==> src/rtl/carrier_burst_gen.sv <==
// ----------------------------------------------------------------------------
// carrier_burst_gen
//   Carrier generator for the pulse transmitter. It produces a carrier with
//   independently programmable high and low phase lengths, so any duty cycle
//   is possible. It also supports output inversion, a programmable idle level
//   and a finite burst mode (N periods, then stop). Strobes report each
//   completed period and each completed burst to the transmit sequencer.
//
//   state | meaning
//   ------+--------------------------------------------------------------
//   IDLE  | out = idle_level; waits for en=1 while armed
//   HIGH  | active high phase, lasts high_duration+1 cycles
//   LOW   | active low phase, lasts low_duration+1 cycles; decides the
//         | period boundary (next period or end of burst)
//
// Ports
//   clk            system clock, rising edge
//   sys_rst_n      asynchronous active-low reset
//   en             level enable; low aborts to IDLE
//   high_duration  high phase length minus 1
//   low_duration   low phase length minus 1
//   burst_count    periods per burst, 0 = continuous
//   idle_level     out value while idle
//   invert         inverts carrier polarity during active phases
//   out            registered carrier output
//   busy           registered, high while in HIGH or LOW
//   period_done    one-cycle strobe after each completed period
//   burst_done     one-cycle strobe when a finite burst completes
// ----------------------------------------------------------------------------
module carrier_burst_gen #(
    parameter int TIMER_WIDTH = 16,
    parameter int COUNT_WIDTH = 8
) (
    input  logic                   clk,
    input  logic                   sys_rst_n,
    input  logic                   en,
    input  logic [TIMER_WIDTH-1:0] high_duration,
    input  logic [TIMER_WIDTH-1:0] low_duration,
    input  logic [COUNT_WIDTH-1:0] burst_count,
    input  logic                   idle_level,
    input  logic                   invert,
    output logic                   out,
    output logic                   busy,
    output logic                   period_done,
    output logic                   burst_done
);

    typedef enum logic [1:0] {
        ST_IDLE = 2'd0,
        ST_HIGH = 2'd1,
        ST_LOW  = 2'd2
    } state_t;

    state_t                 r_state;
    logic [TIMER_WIDTH-1:0] r_counter;
    logic [TIMER_WIDTH-1:0] r_lo_sh;
    logic [COUNT_WIDTH-1:0] r_bc_sh;
    logic [COUNT_WIDTH-1:0] r_period_cnt;
    logic                   r_armed;
    logic                   r_out;
    logic                   r_busy;
    logic                   r_period_done;
    logic                   r_burst_done;

    logic [COUNT_WIDTH-1:0] w_period_next;
    logic                   w_burst_end;

    // Wraps at 2^COUNT_WIDTH; only meaningful in finite burst mode.
    assign w_period_next = r_period_cnt + COUNT_WIDTH'(1);
    assign w_burst_end   = (r_bc_sh != '0) && (w_period_next == r_bc_sh);

    // The high phase length goes straight into the down-counter at every
    // period boundary, so only the low phase needs a shadow copy.
    always_ff @(posedge clk or negedge sys_rst_n) begin
        if (!sys_rst_n) begin
            r_state       <= ST_IDLE;
            r_counter     <= '0;
            r_lo_sh       <= '0;
            r_bc_sh       <= '0;
            r_period_cnt  <= '0;
            r_armed       <= 1'b1;
            r_out         <= 1'b0;
            r_busy        <= 1'b0;
            r_period_done <= 1'b0;
            r_burst_done  <= 1'b0;
        end else begin
            r_period_done <= 1'b0;
            r_burst_done  <= 1'b0;

            // A new burst needs en to have been seen low at least once.
            if (!en) begin
                r_armed <= 1'b1;
            end

            case (r_state)
                ST_IDLE: begin
                    if (en && r_armed) begin
                        r_bc_sh      <= burst_count;
                        r_lo_sh      <= low_duration;
                        r_period_cnt <= '0;
                        r_counter    <= high_duration;
                        r_state      <= ST_HIGH;
                        r_out        <= ~invert;
                        r_busy       <= 1'b1;
                    end else begin
                        r_out  <= idle_level;
                        r_busy <= 1'b0;
                    end
                end

                ST_HIGH: begin
                    if (!en) begin
                        r_state <= ST_IDLE;
                        r_out   <= idle_level;
                        r_busy  <= 1'b0;
                    end else if (r_counter != '0) begin
                        r_counter <= r_counter - TIMER_WIDTH'(1);
                    end else begin
                        r_state   <= ST_LOW;
                        r_counter <= r_lo_sh;
                        r_out     <= invert;
                    end
                end

                ST_LOW: begin
                    // Abort takes priority, including on the final LOW cycle.
                    if (!en) begin
                        r_state <= ST_IDLE;
                        r_out   <= idle_level;
                        r_busy  <= 1'b0;
                    end else if (r_counter != '0) begin
                        r_counter <= r_counter - TIMER_WIDTH'(1);
                    end else begin
                        r_period_done <= 1'b1;
                        if (w_burst_end) begin
                            r_state      <= ST_IDLE;
                            r_out        <= idle_level;
                            r_busy       <= 1'b0;
                            r_burst_done <= 1'b1;
                            r_armed      <= 1'b0;
                        end else begin
                            r_period_cnt <= w_period_next;
                            r_lo_sh      <= low_duration;
                            r_counter    <= high_duration;
                            r_state      <= ST_HIGH;
                            r_out        <= ~invert;
                        end
                    end
                end

                default: begin
                    r_state <= ST_IDLE;
                    r_out   <= idle_level;
                    r_busy  <= 1'b0;
                end
            endcase
        end
    end

    assign out         = r_out;
    assign busy        = r_busy;
    assign period_done = r_period_done;
    assign burst_done  = r_burst_done;

endmodule

==> config.mk <==
export PLATFORM = sky130hd
export DESIGN_NAME = carrier_burst_gen
export DESIGN_NICKNAME = d
export VERILOG_FILES = /design/src/rtl/carrier_burst_gen.sv
export SDC_FILE = /design/constraint.sdc
export NUM_CORES = 1
export LEC_CHECK = 0
export CAP_MARGIN = 5
export CORE_MARGIN = 4
export CORE_UTILIZATION = 45
export CTS_BUF_LIST = sky130_fd_sc_hd__clkbuf_16
export CTS_CLUSTER_DIAMETER = 60
export DETAILED_ROUTE_END_ITERATION = 8
export PLACE_DENSITY = 0.68
export RECOVER_POWER = 100
export SETUP_SLACK_MARGIN = 0.02
export SLEW_MARGIN = 20
export SYNTH_ARGS = -nofsm -noshare
export SYNTH_HDL_FRONTEND = slang
export SYNTH_SLANG_ARGS = --single-unit
==> constraint.sdc <==
create_clock -name clk -period 3.9 [get_ports clk]
set_input_delay 0.39 -clock clk [delete_from_list [all_inputs] [get_ports clk]]
set_output_delay 0.39 -clock clk [all_outputs]
set_load 0.02 [all_outputs]
# Word level (Yosys, flattened, before mapping)
# Index checks and enable logic that the tools add are counted.
# Widths: inputs -> output; s select.
[word_totals] regBits=55 latchBits=0 ramBits=0 rom_bits=0 in_bits=45 elab_cells=88 n_memories=0
[op_classes] add_sub_neg=2 mul=0 n_div=0 magnitude_cmp=0 n_eq_ne=13 shift=0 n_mux=49 bitwise_logic=1 reduce_logical=13
[ops] op="$mux 16" count=10
[ops] op="$pmux 16 s3" count=1
[ops] op="$mux 8" count=4
[ops] op="$pmux 16 s2" count=1
[ops] op="$mux 1" count=24
[ops] op="$pmux 8 s2" count=1
[ops] op="$reduce_bool 16->1" count=1
[ops] op="$sub 16x1->16 const B" count=1
[ops] op="$ne 2x2->1 const B" count=6
[ops] op="$ne 3x3->1 const B" count=4
[ops] op="$mux 2" count=5
[ops] op="$reduce_and 5->1" count=2
[ops] op="$add 8x1->8 const B" count=1
[ops] op="$eq 8x8->1" count=1
[ops] op="$reduce_bool 8->1" count=1
[ops] op="$pmux 1 s3" count=2
[ops] op="$pmux 2 s3" count=1
[ops] op="$reduce_and 3->1" count=2
[ops] op="$reduce_and 2->1" count=2
[ops] op="$reduce_bool 3->1" count=1
[ops] op="$eq 2x1->1 const B" count=1
[ops] op="$eq 2x2->1 const B" count=1
[ops] op="$logic_and 1x1->1" count=2
[ops] op="$logic_not 2->1" count=1
[ops] op="other kinds (2)" count=2

# Longest topological paths before layout
[logic_depth] depth_word=7 depth_mapped=11 depth_no_buf=9

# Worst setup path before layout
# No wires, ideal clock.
[synth_timing] path_kind="reg2reg" startpoint="register r_period_cnt[0]" endpoint="register r_lo_sh[10]" t_arrival_ps=2567 t_required_ps=3775 path_slack_ps=1207 path_stages_with_launch=12 n_path_buf=3 period_less_slack_ps=2693 cell_sequence="dfrtp_1 ha_1 buf_6 o21ba_2 a22oi_1 a22oi_1 a2111oi_4 a21oi_2 o21a_1 buf_6 buf_8 mux2_4"
[synth_between] elab_chain_len=5
[synth_rtl] item="start: declaration" line_no="58" text="logic [COUNT_WIDTH-1:0] r_period_cnt;"
[synth_rtl] item="start signal: assignment" line_no="142" text="r_period_cnt <= w_period_next;"
[synth_rtl] item="$add 8x1->8" line_no="69" text="assign w_period_next = r_period_cnt + COUNT_WIDTH'(1);"
[synth_rtl] item="$eq 8x8->1" line_no="70" text="assign w_burst_end = (r_bc_sh != '0) && (w_period_next == r_bc_sh);"
[synth_rtl] item="$logic_and 1x1->1" line_no="70"
[synth_rtl] item="$ne 2x2->1 (no source line)"
[synth_rtl] item="$reduce_and 5->1 (no source line)"
[synth_rtl] item="end signal: assignment" line_no="99" text="r_lo_sh <= low_duration;"
[synth_rtl] item="end signal: assignment" line_no="143" text="r_lo_sh <= low_duration;"
[synth_rtl] item="end: declaration" line_no="56" text="logic [TIMER_WIDTH-1:0] r_lo_sh;"
# No other way between the ends.
# A chain may end at the register's enable or synchronous reset.

# Final worst setup path
# Same ends and word-level chain as after synthesis.

==> impl_metrics.csv <==
group,metric,value,unit
sta,max_slew_margin,-6.13,%
finish,nets,468,
placement,gp_congestion,0.910,
placement,portBuffers,48,
yosys,yosysSeqAreaShare,38.6,%
placement,placed_cells,511,
yosys,async_flop_share,100,%
routing,drt_wl_total,8.91,mm
power,p_sw,986,uW
die,core_area,7730,um2
sta,fin_crit_sh,88.4,%
yosys,synth_edf_count,0,
finish,antenna_cells,0,
clock_tree,ctsResizeCount,0,
power,switching_share,38.2,%
critical_path,end_kind,"flop",
routing,drcViolationCount,0,
routing,ant_nets,0,
routing,firstDrtPassIters,5,
power,seqPwrFrac,38.4,%
placement,hpwl,6.36,mm
die,row_count,32,
yosys,synth_seq_cells,55,
grt,overflow,0,
yosys,synth-compound-area-share,20.5,%
sta,fmax,290,MHz
clock_tree,root_buffer,"clkbuf_16",
clock_tree,hold_buffers,0,
power,pwr-share-comb,41.9,%
grt,antenna_found_initial,0,
run_status,outcome,"finished with violations",
sta,tightestPinTransition,1.59,ns
run_status,violations,"capacitance limit, slew limit",
yosys,yosys_warnings,0,
yosys,synthCells,379,
sta,hold_viol,0,
power,clkPwrFrac,19.7,%
routing,via_count,3073,
job,max_cap_violations,2,
sta,setup_viol,0,
sta,grt_setup_unrepaired,"no",
die,dieHeight,97.1,um
routing,vias_per_cell,5.93,
min_path,hold_path.class,"in -> async",
yosys,synth_cell_types,63,
power,powerDensity,614,nW/um2
yosys,synth_fa_ha_area_share,2.45,%
yosys,synthFlopType,"dfrtp_1",
yosys,syn_avg_cell_area,9.42,um2
grt,grt_max_degree,29,
critical_path,cp_cell_sequence,"ha_1 -> and3_1 -> a41oi_1 -> a22oi_1 -> a2111oi_4 -> a21oi_2 -> o21a_1 -> clkbuf_2 -> mux2_1",
power,peakVddDrop,0.285,mV
routing,avgRoutedWirePerCell,17.2,um
clock_tree,h-tree-depth,2,
critical_path,cpMaxStageDelayCell,"a21oi_2",
grt,track_usage,19.2,%
die,die_x,97.1,um
grt,first_global_vias,2985,
grt,grt_pass1_wl,14.9,mm
die,pin_count,49,
power,total_power,2580,uW
sta,setup-tns-final,0,ns
die,start_util,46.2,%
yosys,synthXorXnorAreaFrac,3.92,%
yosys,yosys.area_share.simple,17.6,%
critical_path,startpoint_type,"flop",
critical_path,cp_max_fo,14,
sta,period_needed,3.45,ns
critical_path,critPathKind,"reg -> reg",
critical_path,cp.required,4.08,ns
yosys,synth_top_family_by_area,"compound AO/OA/AOI/OAI gates",
finish,syn_to_final_growth,17.7,%
sta,drv_slew,58,
routing,initialDrtViolationCount,213,
yosys,muxShareOfSynthArea,11.9,%
sta,fin_skew,0.00642,ns
clock_tree,clock_path_buffers,2,
clock_tree,path_clk_slew,0.07,ns
critical_path,crit_arrival,3.63,ns
clock_tree,clock_latency,0.30,ns
die,die_area,9420,um2
clock_tree,cts_num_sinks,55,
finish,utilization,54.4,%
critical_path,max_stage_delay,0.59,ns
finish,final_cells,518,
clock_tree,cts_made_buffers,5,
clock_tree,cts_tree,"built",
yosys,syn-num-nets,431,
power,power.leakage,0.00168,uW
finish,layout-drive-gt1-share,10.3,%
yosys,synth_area,3570,um2
clock_tree,cts_setup_buffers,0,
power,intPower,1590,uW
## logic make-up (layout without fill, tap and decap cells)
family,Yosys count,count (layout)
fa+ha+maj,7,7
xor+xnor,16,16
mux,35,35
compound gates,106,106
flops,55,55
buf+inv,36,73
simple gates,124,124
## flip-flops by register name (all words and copies together), names as in the netlist, 2 cells and up
signal,flops
r_lo_sh,16
r_counter,16
r_period_cnt,8
r_state,2
r_bc_sh,8
## final timing paths
path / start / endpoint / slack [ns] / depth (start not counted)
max: r_period_cnt[0]$_DFFE_PN0P_ / r_lo_sh[10]$_DFFE_PN0P_ / 0.45 / 9
max reg2reg: r_period_cnt[0]$_DFFE_PN0P_ / r_lo_sh[10]$_DFFE_PN0P_ / 0.45 / 9
min: sys_rst_n / r_lo_sh[1]$_DFFE_PN0P_ / 0.49 / 1
min reg2reg: r_armed$_DFF_PN1_ / r_armed$_DFF_PN1_ / 0.49 / 2
max in group asynchronous: sys_rst_n / r_period_cnt[5]$_DFFE_PN0P_ / 1.30 / 2
min in group clk: r_armed$_DFF_PN1_ / r_armed$_DFF_PN1_ / 0.49 / 2
## cell usage in the layout (no fill, tap or decap), types with 4 or more instances in the layout
cell and n:
inv_1 12, nand2b_1 4, clkbuf_16 5, nor2_1 32
nand3_1 12, nand4_1 6, a21oi_1 24, nor3_1 9
o21ai_0 18, mux2i_1 5, mux2_1 9, ha_1 7
a22oi_1 11, and3_1 7, nor4_1 4, a31oi_1 12
nand2_1 29, clkdlybuf4s50_1 42, xnor2_1 6, o221ai_1 4
dlygate4sd3_1 5, xor2_1 10, mux2_2 20, dfrtp_1 54
## power groups by stage
stage               combinational (uW)  sequential (uW)  clock, uW
CTS                               1130              993        518
finish                            1080              991        508
floorplan                          871              953          0
global placement                  1110              994          0
global route                      1210             1020        538
detailed placement                1120             1000          0
## cells in the mapped netlist (all sizes together) (3+ instances only)
cell    instances  share of area (%)
dfrtp          54                 38
nor2           32                3.4
mux2           30                 11
nand2          30                3.2
a21oi          25                3.6
o21ai          19                2.7
buf            13                2.6
a31oi          12                2.1
inv            12                1.3
nand3          12                1.7
a22oi          11                2.3
clkbuf         11                1.2
xor2           10                2.5
nor3            9                1.3
and3            7                1.2
ha              7                2.5
nand4           6                1.1
xnor2           6                1.5
mux2i           5                1.4
a211oi          4               0.98
and2            4               0.70
nand2b          4               0.70
nor4            4               0.70
o221ai          4               0.98
a221oi          3               0.74
a22o            3               0.74
a41o            3               0.84
o211ai          3               0.63
or3             3               0.53
## layout make-up
class	count	area, um2
multi-input combinational	288	1980
sequential	55	1380
timing repair buffer	54	509
inverter	12	45.0
fill	708	3520
tap	102	128
clock inverter	2	37.5
clock buffer	5	125
## per-layer routing
layer  share of wire (%)  track usage (%)  up-vias  routed length (um)
li1                    -                -     1475                   -
met1                  43             25.4     1482                3860
met2                  49             32.8      107                4400
met3                 6.0             3.80        9                 534
met4                 1.3             3.78        0                 112
met5                   0                0        -                   0
## critical path, delay by kind of cell, from the launching register on
kind                       cells  cell delay (ns)
DFF                            1             0.49
adders and majority gates      1             0.37
AOI/OAI and AO/OA              5             1.47
muxes                          1             0.36
and+or+nand+nor                1             0.29
buffers and inverters          1             0.36
## through the flow
stage	instance area, um2	hold slack (ns)	worst slack (ns)
global route	4200	0.524	0.223
CTS	4250	0.158	0.550
finish	4200	0.485	0.453
detailed placement	4090	0.469	0.567
floorplan	3570	0.0944	1.21
global placement	4090	0.467	0.692
Note: power is estimated with default switching activity, not from simulation.
==> patch 1, RTL diff (config.mk and constraints unchanged) <==
Make the reset (`sys_rst_n`) synchronous in one clocked block. Comments in the files are not updated.
--- a/src/rtl/carrier_burst_gen.sv
+++ b/src/rtl/carrier_burst_gen.sv
@@ -72,5 +72,5 @@
     // The high phase length goes straight into the down-counter at every
     // period boundary, so only the low phase needs a shadow copy.
-    always_ff @(posedge clk or negedge sys_rst_n) begin
+    always_ff @(posedge clk) begin
         if (!sys_rst_n) begin
             r_state       <= ST_IDLE;
Behaviour: differs if sys_rst_n is asserted again (counterexample within 4 cycles, from zero or initial values and one cycle with sys_rst_n low); with sys_rst_n held inactive, the same outputs for 4 cycles.
==> patch 1 against the unedited design <==
  * Critical path depth shrank 1
  * Wire length rose by 8.3%
  * Count of clock-buffer cells in the layout stayed put
  * Sequential cell count is the same
  * Design area decreased by 3.6%
  * Worst setup slack gained 0.18 ns
  * Worst hold slack lost 0.024 ns
  * Clock skew about the same
  * Synthesized area fell by 4.4%
  * Non-clock buffer count grew 1
  * Critical path type unchanged
Power is not compared: it rests on default switching activity, and its combinational part moved more than twofold at a synthesized area within 25%.
==> patch 1: results (changes against the unedited design) <==
{| class="wikitable"
! Metric !! Value
|-
| Status || completed
|-
| Adder and majority cell fraction of the synthesized area || 0.0220 (-0.00254)
|-
| Via Count || 3447 (+12%)
|-
| Worst reg2reg endpoint || r_lo_sh[15]
|-
| Overall die width || 95.1 µm (-2.0%)
|-
| Top cell family by delay on the critical path || simple AND/OR/NAND/NOR gates
|-
| Start of the worst register-to-register path || r_counter[0]
|-
| Post-synthesis average cell area || 7.90 µm² (-16%)
|-
| Total GRT Usage || 0.218 (+0.0262)
|-
| Area taken by flip-flops and latches || 1100 µm² (-20%)
|-
| Cell type with the largest total area after synthesis || sky130_fd_sc_hd__dfxtp_1
|-
| Final standard cell area without fillers || 4050 µm² (-3.6%)
|-
| Cell area reported after detailed placement || 3930 µm² (-3.8%)
|-
| Vias in the first global route || 3212 (+7.6%)
|-
| Top post-synthesis cells by area || sky130_fd_sc_hd__dfxtp_1 (32%), sky130_fd_sc_hd__o21ai_0 (5.3%), sky130_fd_sc_hd__nand2_1 (4.5%)
|-
| Sequential share of the synthesized area || 0.322 (-0.0633)
|-
| Final worst hold slack || 0.461 ns (-0.0244 ns)
|-
| Delay of the slowest cell on the worst path || 0.69 ns (+0.10 ns)
|-
| Count of cell types in the netlist || 59 (-6.3%)
|-
| Post-detailed-routing wire length || 9.65 mm (+8.3%)
|-
| Most instantiated cells after synthesis || sky130_fd_sc_hd__dfxtp_1 (55), sky130_fd_sc_hd__nand2_1 (41), sky130_fd_sc_hd__o21ai_0 (36)
|-
| Number of nets at the end of the flow || 516 (+10%)
|-
| Worst endpoint data arrival time || 3.42 ns (-0.21 ns)
|-
| R2R cell count || 8 (-1)
|-
| Post-synth top flop || sky130_fd_sc_hd__dfxtp_1
|-
| Synthesized netlist net count || 483 (+12%)
|-
| First-pass iteration count of the detailed router || 6 (+1)
|-
| Instance count after placement with tap cells included || 557 (+9.0%)
|-
| Mux cell area share after synthesis || 0.00660 (-0.113)
|-
| Number of vias per cell after detailed routing || 6.10 (+2.8%)
|-
| Worst hold path type || register to register
|-
| Share of final-layout standard cells stronger than drive strength 1 || 0.0687 (-0.0347)
|}
## patch 1: changes by cell type after synthesis, moves of 10 or more
cell                      change
sky130_fd_sc_hd__a22oi_1     -11
sky130_fd_sc_hd__dfrtp_1     -54
sky130_fd_sc_hd__dfxtp_1     +55
sky130_fd_sc_hd__inv_1       +18
sky130_fd_sc_hd__mux2_2      -20
sky130_fd_sc_hd__mux2_4      -10
sky130_fd_sc_hd__nand2_1     +12
sky130_fd_sc_hd__o21ai_0     +18
sky130_fd_sc_hd__o31ai_1     +13
## patch 1: worst max path at each step
stage / start / end / slack (ns)
finish: r_counter[0] / r_lo_sh[15] / 0.64
global placement: r_period_cnt[0] / r_lo_sh[7] / 1.08
global route: r_counter[0] / r_lo_sh[7] / 0.40
CTS: r_period_cnt[0] / r_lo_sh[1] / 0.94
detailed placement: r_period_cnt[0] / r_lo_sh[1] / 1.01
floorplan: r_period_cnt[1] / r_lo_sh[10] / 1.54
==> patch 2, RTL diff (same flow settings) <==
Made on the original files. Set the parameter `TIMER_WIDTH` to 32 (it was 16).
--- a/src/rtl/carrier_burst_gen.sv
+++ b/src/rtl/carrier_burst_gen.sv
@@ -29,5 +29,5 @@
 // ----------------------------------------------------------------------------
 module carrier_burst_gen #(
-    parameter int TIMER_WIDTH = 16,
+    parameter int TIMER_WIDTH = 32,
     parameter int COUNT_WIDTH = 8
 ) (
Ports: changed (resized high_duration and low_duration); port bits go from 49 to 81. No check against the original RTL was run, so the function may have changed too.
==> patch 2 against the unedited design <==
  * The flow still finishes with violations (max-capacitance violations, max-slew violations)
  * Wire length grew 73%
  * Utilization up 2.5 points
  * Synthesized area increased by 52%
  * Total power up 72%
  * Design area is 57% higher
  * First-iteration DRC count up 61%
  * Worst setup slack better by 0.038 ns
  * Sequential cell count grew 32
  * Largest cell class unchanged
  * Highest routed layer unchanged
==> patch 2: results (changes against the unedited design) <==
{| class="wikitable"
! Metric !! Value
|-
| Maxcap violations || 1 (-1)
|-
| Final worst hold slack || 0.464 ns (-0.0211 ns)
|-
| Cell area reported after detailed placement || 6420 µm² (+57%)
|-
| Met3 Wirelength || 1.12 mm (+110%)
|-
| Delay of the slowest cell on the worst path || 0.63 ns (+0.04 ns)
|-
| Vias in the first global route || 5032 (+69%)
|-
| Final clock skew || 0.00734 ns (+0.000923 ns)
|-
| Areal power density over the cells || 669 nW/µm² (+9.1%)
|-
| Status || complete, but fails checks
|-
| Cell with the largest stage delay on the worst path || sky130_fd_sc_hd__nor4_1
|-
| IR drop worst, VDD || 0.296 mV (+4.1%)
|-
| Largest fanout of any net on the critical path || 22 (+8)
|-
| Number of DRC violations after detailed-routing iteration 0 || 343 (+61%)
|-
| Detail Placement HPWL || 10.8 mm (+70%)
|-
| DP Worst Slack || 0.701 ns (+0.134 ns)
|-
| Number of pins exceeding their max-slew limit in the final report || 63 (+8.6%)
|-
| Count of cell types in the netlist || 68 (+7.9%)
|-
| M1 GR Usage || 0.301 (+0.0471)
|-
| Routed length on met1 || 6.81 mm (+76%)
|-
| Routability cong. || 0.897 (-1.4%)
|-
| Number of nets at the end of the flow || 728 (+56%)
|-
| Global routing met2 resource utilization || 0.349 (+0.0209)
|-
| Violated checks || max-capacitance violations, max-slew violations
|-
| CTS Buf Count || 9 (+4)
|-
| Start of the worst register-to-register path || r_counter[11]
|-
| R2R Setup Slk || 0.49 ns (+0.04 ns)
|-
| CTS H-tree depth || 3 (+1)
|-
| Pin slew with the least headroom to its limit || 1.64 ns (+0.0464 ns)
|-
| Wire length of the first global-routing pass || 25.3 mm (+69%)
|-
| Maximum number of pins on one net before global-route repair || 63 (+120%)
|-
| Worst reg2reg endpoint || r_counter[19]
|}
patch 2: cell count changes in the layout (fill, tap and decap cells not counted), sizes merged, moves of 17 or more:
cell,unedited run,this run
mux2,30,58
buf,3,23
dfrtp,54,86
o21ai,19,51
inv,12,29
clkdlybuf4s50,42,74
patch 2: report_power, final:
part	internal, W	switching [W]
clock network	0.000480	0.000346
registers	0.00129	0.000384
logic	0.000904	0.00103
total	0.00267	0.00176
patch 2: cells by family (layout without fill, tap and decap cells):
group,count (synthesis),count (layout),share of synthesized area
adder cells (fa/ha/maj),7,7,0.0162
AND/OR/NAND/NOR,145,145,0.140
buffers and inverters,62,145,0.0496
multiplexers,64,64,0.142
XOR/XNOR,23,23,0.0372
flip-flops,87,87,0.402
AO/OA/AOI/OAI,175,175,0.213
patch 2: layout make-up:
class	count	area share
multi-input combinational	414	0.440
sequential	87	0.329
timing repair buffer	105	0.148
clock buffer	9	0.0341
tap	143	0.0271
inverter	27	0.0153
clock inverter	4	0.00643
